==> src/rtl/ddr_pixel_serializer_if.sv <==
// Pixel word stream into the DDR serializer: valid/ready handshake carrying one word per transfer.
interface ddr_pixel_serializer_if #(
    parameter int WIDTH = 8
) ();
    logic [WIDTH-1:0] in_data;
    logic             in_valid;
    logic             in_ready;

    modport master (
        output in_data,
        output in_valid,
        input  in_ready
    );

    modport slave (
        input  in_data,
        input  in_valid,
        output in_ready
    );
endinterface

==> src/rtl/ddr_pixel_serializer.sv <==
// Pixel FIFO plus line controller that feeds an ODDR2 two bits per clock, MSB first.
// Defining DDR_UNDERFLOW_COUNT_EN enables the saturating underflow counter; otherwise it reads 0.
module ddr_pixel_serializer #(
    parameter int WIDTH = 8,
    parameter int DEPTH = 4,
    parameter int LEN_W = 8
) (
    input  logic                  clk,
    input  logic                  reset,
    ddr_pixel_serializer_if.slave pix,
    input  logic                  line_start,
    input  logic [LEN_W-1:0]      line_len,
    output logic                  d0,
    output logic                  d1,
    output logic                  ce,
    output logic                  active,
    output logic [7:0]            underflow_count
);
    localparam int AW   = $clog2(DEPTH);
    localparam int HALF = WIDTH / 2;
    localparam int PW   = (HALF > 1) ? $clog2(HALF) : 1;

    localparam logic [PW-1:0]    LAST_PHASE = PW'(HALF - 1);
    localparam logic [PW-1:0]    PHASE_ONE  = PW'(1);
    localparam logic [AW-1:0]    PTR_ONE    = AW'(1);
    localparam logic [AW:0]      CNT_ONE    = (AW + 1)'(1);
    localparam logic [LEN_W-1:0] LEN_ONE    = LEN_W'(1);

    typedef enum logic [0:0] {
        IDLE   = 1'b0,
        ACTIVE = 1'b1
    } state_t;

    logic [WIDTH-1:0] mem_r [DEPTH];
    logic [AW-1:0]    wr_ptr_r;
    logic [AW-1:0]    rd_ptr_r;
    logic [AW:0]      count_r;

    state_t           state_r;
    logic [PW-1:0]    phase_r;
    logic [LEN_W-1:0] words_left_r;
    logic [WIDTH-1:0] shifter_r;
    logic             active_r;

    logic             push_s;
    logic             pop_s;
    logic             slot_load_s;
    logic             fifo_empty_s;
    logic [WIDTH-1:0] load_word_s;

    // count_r never exceeds DEPTH, so its top bit alone means "full".
    assign pix.in_ready = ~count_r[AW];
    assign fifo_empty_s = (count_r == {(AW + 1){1'b0}});
    assign push_s       = pix.in_valid & ~count_r[AW];
    assign pop_s        = slot_load_s & ~fifo_empty_s;

    assign d0     = shifter_r[WIDTH-1];
    assign d1     = shifter_r[WIDTH-2];
    assign active = active_r;
    assign ce     = active_r;

    // Decide whether this cycle opens a new word slot.
    always_comb begin
        slot_load_s = 1'b0;
        if (state_r == IDLE) begin
            if (line_start && (line_len != {LEN_W{1'b0}})) begin
                slot_load_s = 1'b1;
            end else begin
                slot_load_s = 1'b0;
            end
        end else begin
            if ((phase_r == LAST_PHASE) && (words_left_r != LEN_ONE)) begin
                slot_load_s = 1'b1;
            end else begin
                slot_load_s = 1'b0;
            end
        end
    end

    // Word presented to the shifter on a slot load; an empty FIFO yields an all-zero underflow slot.
    always_comb begin
        load_word_s = {WIDTH{1'b0}};
        if (fifo_empty_s) begin
            load_word_s = {WIDTH{1'b0}};
        end else begin
            load_word_s = mem_r[rd_ptr_r];
        end
    end

    // FIFO pointers and occupancy; a push is only visible to a pop from the next edge on.
    always_ff @(posedge clk) begin
        if (reset) begin
            wr_ptr_r <= {AW{1'b0}};
            rd_ptr_r <= {AW{1'b0}};
            count_r  <= {(AW + 1){1'b0}};
        end else begin
            if (push_s) begin
                wr_ptr_r <= wr_ptr_r + PTR_ONE;
            end else begin
                wr_ptr_r <= wr_ptr_r;
            end
            if (pop_s) begin
                rd_ptr_r <= rd_ptr_r + PTR_ONE;
            end else begin
                rd_ptr_r <= rd_ptr_r;
            end
            case ({push_s, pop_s})
                2'b10:   count_r <= count_r + CNT_ONE;
                2'b01:   count_r <= count_r - CNT_ONE;
                default: count_r <= count_r;
            endcase
        end
    end

    // FIFO storage; emptied logically by the pointer reset.
    always_ff @(posedge clk) begin
        if (push_s) begin
            mem_r[wr_ptr_r] <= pix.in_data;
        end
    end

    // Line controller: slot timing, word countdown and the output shifter.
    always_ff @(posedge clk) begin
        if (reset) begin
            state_r      <= IDLE;
            phase_r      <= {PW{1'b0}};
            words_left_r <= {LEN_W{1'b0}};
            shifter_r    <= {WIDTH{1'b0}};
            active_r     <= 1'b0;
        end else begin
            case (state_r)
                IDLE: begin
                    phase_r <= {PW{1'b0}};
                    if (slot_load_s) begin
                        state_r      <= ACTIVE;
                        active_r     <= 1'b1;
                        words_left_r <= line_len;
                        shifter_r    <= load_word_s;
                    end else begin
                        state_r      <= IDLE;
                        active_r     <= 1'b0;
                        words_left_r <= words_left_r;
                        shifter_r    <= {WIDTH{1'b0}};
                    end
                end
                ACTIVE: begin
                    if (phase_r == LAST_PHASE) begin
                        phase_r      <= {PW{1'b0}};
                        words_left_r <= words_left_r - LEN_ONE;
                        if (words_left_r == LEN_ONE) begin
                            state_r   <= IDLE;
                            active_r  <= 1'b0;
                            shifter_r <= {WIDTH{1'b0}};
                        end else begin
                            state_r   <= ACTIVE;
                            active_r  <= 1'b1;
                            shifter_r <= load_word_s;
                        end
                    end else begin
                        phase_r      <= phase_r + PHASE_ONE;
                        words_left_r <= words_left_r;
                        state_r      <= ACTIVE;
                        active_r     <= 1'b1;
                        shifter_r    <= shifter_r << 2'd2;
                    end
                end
                default: begin
                    state_r      <= IDLE;
                    phase_r      <= {PW{1'b0}};
                    words_left_r <= {LEN_W{1'b0}};
                    shifter_r    <= {WIDTH{1'b0}};
                    active_r     <= 1'b0;
                end
            endcase
        end
    end

`ifdef DDR_UNDERFLOW_COUNT_EN
    logic       underflow_s;
    logic [7:0] underflow_count_r;

    assign underflow_s     = slot_load_s & fifo_empty_s;
    assign underflow_count = underflow_count_r;

    // Saturating count of slots that found the FIFO empty.
    always_ff @(posedge clk) begin
        if (reset) begin
            underflow_count_r <= 8'd0;
        end else begin
            if (underflow_s && (underflow_count_r != 8'hFF)) begin
                underflow_count_r <= underflow_count_r + 8'd1;
            end else begin
                underflow_count_r <= underflow_count_r;
            end
        end
    end
`else
    assign underflow_count = 8'd0;
`endif

endmodule

==> src/flat_wrapper.sv <==
// flat-port wrapper written by rule: the top's interface ports become plain ports
module ddr_pixel_serializer_flat 
#(
    parameter int WIDTH = 8,
    parameter int DEPTH = 4,
    parameter int LEN_W = 8
)
  (clk, reset, line_start, line_len, d0, d1, ce, active, underflow_count, pix_in_data, pix_in_valid, pix_in_ready);
  ddr_pixel_serializer_if #(.WIDTH(WIDTH)) pix_i ();
  input  logic clk;
  input  logic reset;
  input  logic line_start;
  input  logic [LEN_W-1:0] line_len;
  output logic d0;
  output logic d1;
  output logic ce;
  output logic active;
  output logic [7:0] underflow_count;
  input wire logic [$bits(pix_i.in_data)-1:0] pix_in_data;
  input wire logic [$bits(pix_i.in_valid)-1:0] pix_in_valid;
  output wire logic [$bits(pix_i.in_ready)-1:0] pix_in_ready;
  assign pix_i.in_data = pix_in_data;
  assign pix_i.in_valid = pix_in_valid;
  assign pix_in_ready = pix_i.in_ready;
  ddr_pixel_serializer #(.WIDTH(WIDTH), .DEPTH(DEPTH), .LEN_W(LEN_W)) u_core (.clk(clk), .reset(reset), .pix(pix_i), .line_start(line_start), .line_len(line_len), .d0(d0), .d1(d1), .ce(ce), .active(active), .underflow_count(underflow_count));
endmodule
==> config.mk <==
export PLATFORM = sky130hd
export DESIGN_NAME = ddr_pixel_serializer_flat
export DESIGN_NICKNAME = d
export VERILOG_FILES = /design/src/rtl/ddr_pixel_serializer_if.sv /design/src/rtl/ddr_pixel_serializer.sv /design/src/flat_wrapper.sv
export SDC_FILE = /design/constraint.sdc
export NUM_CORES = 1
export LEC_CHECK = 0
export BUFFER_PORTS_ARGS = -buffer_cell sky130_fd_sc_hd__buf_2
export CAP_MARGIN = 40
export CORE_UTILIZATION = 50
export DETAILED_ROUTE_END_ITERATION = 6
export PLACE_DENSITY = 0.78
export SYNTH_ARGS = -nofsm -noshare
export SYNTH_HDL_FRONTEND = slang
export SYNTH_SLANG_ARGS = --single-unit
==> constraint.sdc <==
create_clock -name clk -period 4.6 [get_ports clk]
set_clock_uncertainty 0.2 [all_clocks]
set_input_delay 0.92 -clock clk [delete_from_list [all_inputs] [get_ports clk]]
set_output_delay 0.92 -clock clk [all_outputs]
set_load 0.05 [all_outputs]
==> flow_summary.yaml <==
outcome:
  status: "completed"
clock_tree:
  ctsResizeCount: 0
  clock_latency_ns: 0.34
  cts_hold_buffers: 0
  post_cts_buffers: 0
  cts.sinks: 60
  htreeDepth: 3
  ctsLongestPathBuffers: 2
  cts_tree: "yes"
  numCtsBuffers: 9
  cts.clk_slew.worst_paths_ns: 0.07
  cts-root-buf: "clkbuf_8"
critical_path:
  reg2reg_depth: 9
  cp_num_buf_inv: 1
  rrSetupSlack_ns: 1.46
  cp_slowest_cell: "dfxtp_1"
  cp_max_fo: 20
  required_ns: 4.67
  arrival_ns: 3.21
  path_delay_family: "flip-flops"
  crit_chain: "nand2_1 -> a21o_1 -> a21oi_2 -> ha_1 -> inv_1 -> fa_1 -> xor2_1 -> or3_1 -> a21oi_1"
  r2r_end: "u_core.count_r[2]$_SDFFE_PP0P_"
  end_kind: "flop"
  critPathKind: "flop to flop"
  start_kind: "flop"
  max_stage_delay_ns: 0.78
  cp.depth: 9
  reg2reg_from: "u_core.state_r$_SDFF_PP0_"
place:
  dpl_cell_area_um2: 2750
  gp_congestion: 0.8710
  dp_hpwl_mm: 2.855
  pre_cts_ws_ns: 1.326
  io_buffers: 24
  place_inst: 292
synth:
  synthMuxAreaShare: 0.09708
  synth_seq_cells: 60
  synth_warnings: 0
  netlist_area_um2: 2616
  synth.top_cell.area_share: 0.3673
  synth_cell_types: 47
  synthSimpleGateAreaFrac: 0.1057
  synth-seq-area-share: 0.5815
  synth-main-ff-cell: "edfxtp_1"
  synth_cells: 210
  synth_edf_count: 32
  syn_area_per_cell_um2: 12.46
  synth_top_family_by_area: "simple AND/OR/NAND/NOR gates"
  synth_compound_gate_area_share: 0.09565
  synth_xor_area_frac: 0.01004
  synth_fa_ha_area_frac: 0.04591
  synth_top_area_cell: "edfxtp_1"
  async_reset_ff_frac: 0
  synth.area.top_cells: "edfxtp_1, dfxtp_1, mux4_2"
die:
  die_w_um: 74.34
  core_um2: 4880
  die_area_um2: 5526
  rows: 25
  initial_core_util: 0.5362
  ios: 33
  die_y_um: 74.34
cells_and_area:
  antenna_cells: 0
  stdcell_count: 308
  final_cell_mix: "edfxtp_1, dfxtp_1, buf_2, inv_1, nand2_1"
  drive_gt1_frac: 0.2158
  syn2layout_area_growth_pct: 12.10
  postLayoutCoreUtil: 0.6010
  fin_nets: 265
  final_cell_area_um2: 2933
  final_common_cell: "edfxtp_1"
  final.fill_count: 406
timing:
  setup_viol: 0
  relSlewSlack: 0.4873
  rsz0062_at_grt: "false"
  whs_ns: 0.2273
  tns_ns: 0
  final-hold-violation-count: 0
  setup_ws_ns: 1.461
  period_needed_ns: 3.139
  fmax_mhz: 318.6
  slew_violations: 0
  worst_pin_slew_ns: 0.7674
  post-route-period-util: 0.6823
drt:
  met3_length_um: 312
  wire_per_inst_um: 13.81
  dr_wl_met2_mm: 1.981
  vias_per_cell: 5.299
  routed.top_layer: "met4"
  vias: 1632
  wl_met1_mm: 1.924
  drt_iter0_drc: 97
  first_pass_iters: 4
  wl_mm: 4.255
  ant_nets: 0
  drc: 0
hold_path:
  min_path_type: "flop to flop"
  min-delay-start: "u_core.shifter_r[5]$_SDFF_PP0_"
  holdPathStages: 2
  hold_end: "u_core.shifter_r[7]$_SDFF_PP0_"
global_routing:
  grt_max_degree: 21
  grt_overflow_total: 0
  antenna_found_initial: 0
  grt_pass1_wl_mm: 6.762
  grt_pass1_vias: 1481
  grt.total_usage: 0.1744
power:
  power.total_mw: 1.391
  ir_worst_vdd_mv: 0.2881
  power.leakage_nw: 1.092
  p_per_area_nw_per_um2: 474.4
job:
  maxCapViolations: 0
report_power, final:
| group | internal, mW | total [mW] | switching, mW |
|---|---|---|---|
| Sequential | 0.633 | 0.682 | 0.0488 |
| Clock | 0.202 | 0.431 | 0.229 |
| Combinational | 0.119 | 0.279 | 0.160 |
synthesized netlist by cell type (5+ instances only):
cell	count
edfxtp_1	32
dfxtp_1	28
inv_1	18
nand2_1	12
nor2_1	11
nor2b_1	10
buf_4	9
ha_1	8
mux4_2	8
a21oi_1	7
and2_1	5
o22ai_1	5
sequential cells by signal (all words and copies together) (netlist names), named ones only:
signal / cells
u_core.words_left_r: 8
u_core.mem_r: 32
u_core.rd_ptr_r: 2
u_core.shifter_r: 8
u_core.wr_ptr_r: 2
u_core.count_r: 3
u_core.phase_r: 2
u_core.state_r: 1
cell type report:
cell class / instances / area, um^2 / area share
multi-input combinational: 123 / 957.2 / 0.3264
clock buffer: 9 / 123.9 / 0.04224
inverter: 18 / 67.56 / 0.02304
sequential: 60 / 1521 / 0.5188
timing repair buffer: 24 / 120.1 / 0.04096
tap: 67 / 83.83 / 0.02858
clock inverter: 7 / 58.81 / 0.02005
worst register-to-register path, stage by stage (launching register included):
cell and delay [ns]:
dfxtp_1 0.78, nand2_1 0.36, a21o_1 0.29, a21oi_2 0.21, ha_1 0.21, inv_1 0.06
fa_1 0.37, xor2_1 0.16, or3_1 0.30, a21oi_1 0.13
cell families (layout without fill, tap and decap cells):
logic type / Yosys count / count (layout)
compound gates: 36 / 36
other cells: 1 / 8
fa+ha+maj: 9 / 9
mux: 15 / 15
flops: 60 / 60
buf+inv: 34 / 58
simple gates: 52 / 52
xor+xnor: 3 / 3
metal layers:
metal | up-vias | track usage
met5 | - | 0
met4 | 0 | 0.07547
met3 | 4 | 0.08266
met2 | 65 | 0.2626
met1 | 766 | 0.2163
li1 | 797 | -
worst max path at each step:
stage                                         start                              to  slack, ns
after global routing      u_core.state_r$_SDFF_PP0_  u_core.count_r[2]$_SDFFE_PP0P_       1.28
after global placement                  line_len[5]  u_core.count_r[2]$_SDFFE_PP0P_       1.38
after CTS                 u_core.state_r$_SDFF_PP0_  u_core.count_r[2]$_SDFFE_PP0P_       1.47
after floorplan                         line_len[5]  u_core.count_r[2]$_SDFFE_PP0P_       1.56
after detailed placement                line_len[5]  u_core.count_r[2]$_SDFFE_PP0P_       1.33
final                     u_core.state_r$_SDFF_PP0_  u_core.count_r[2]$_SDFFE_PP0P_       1.46
Power figures use the tool's default switching activity.
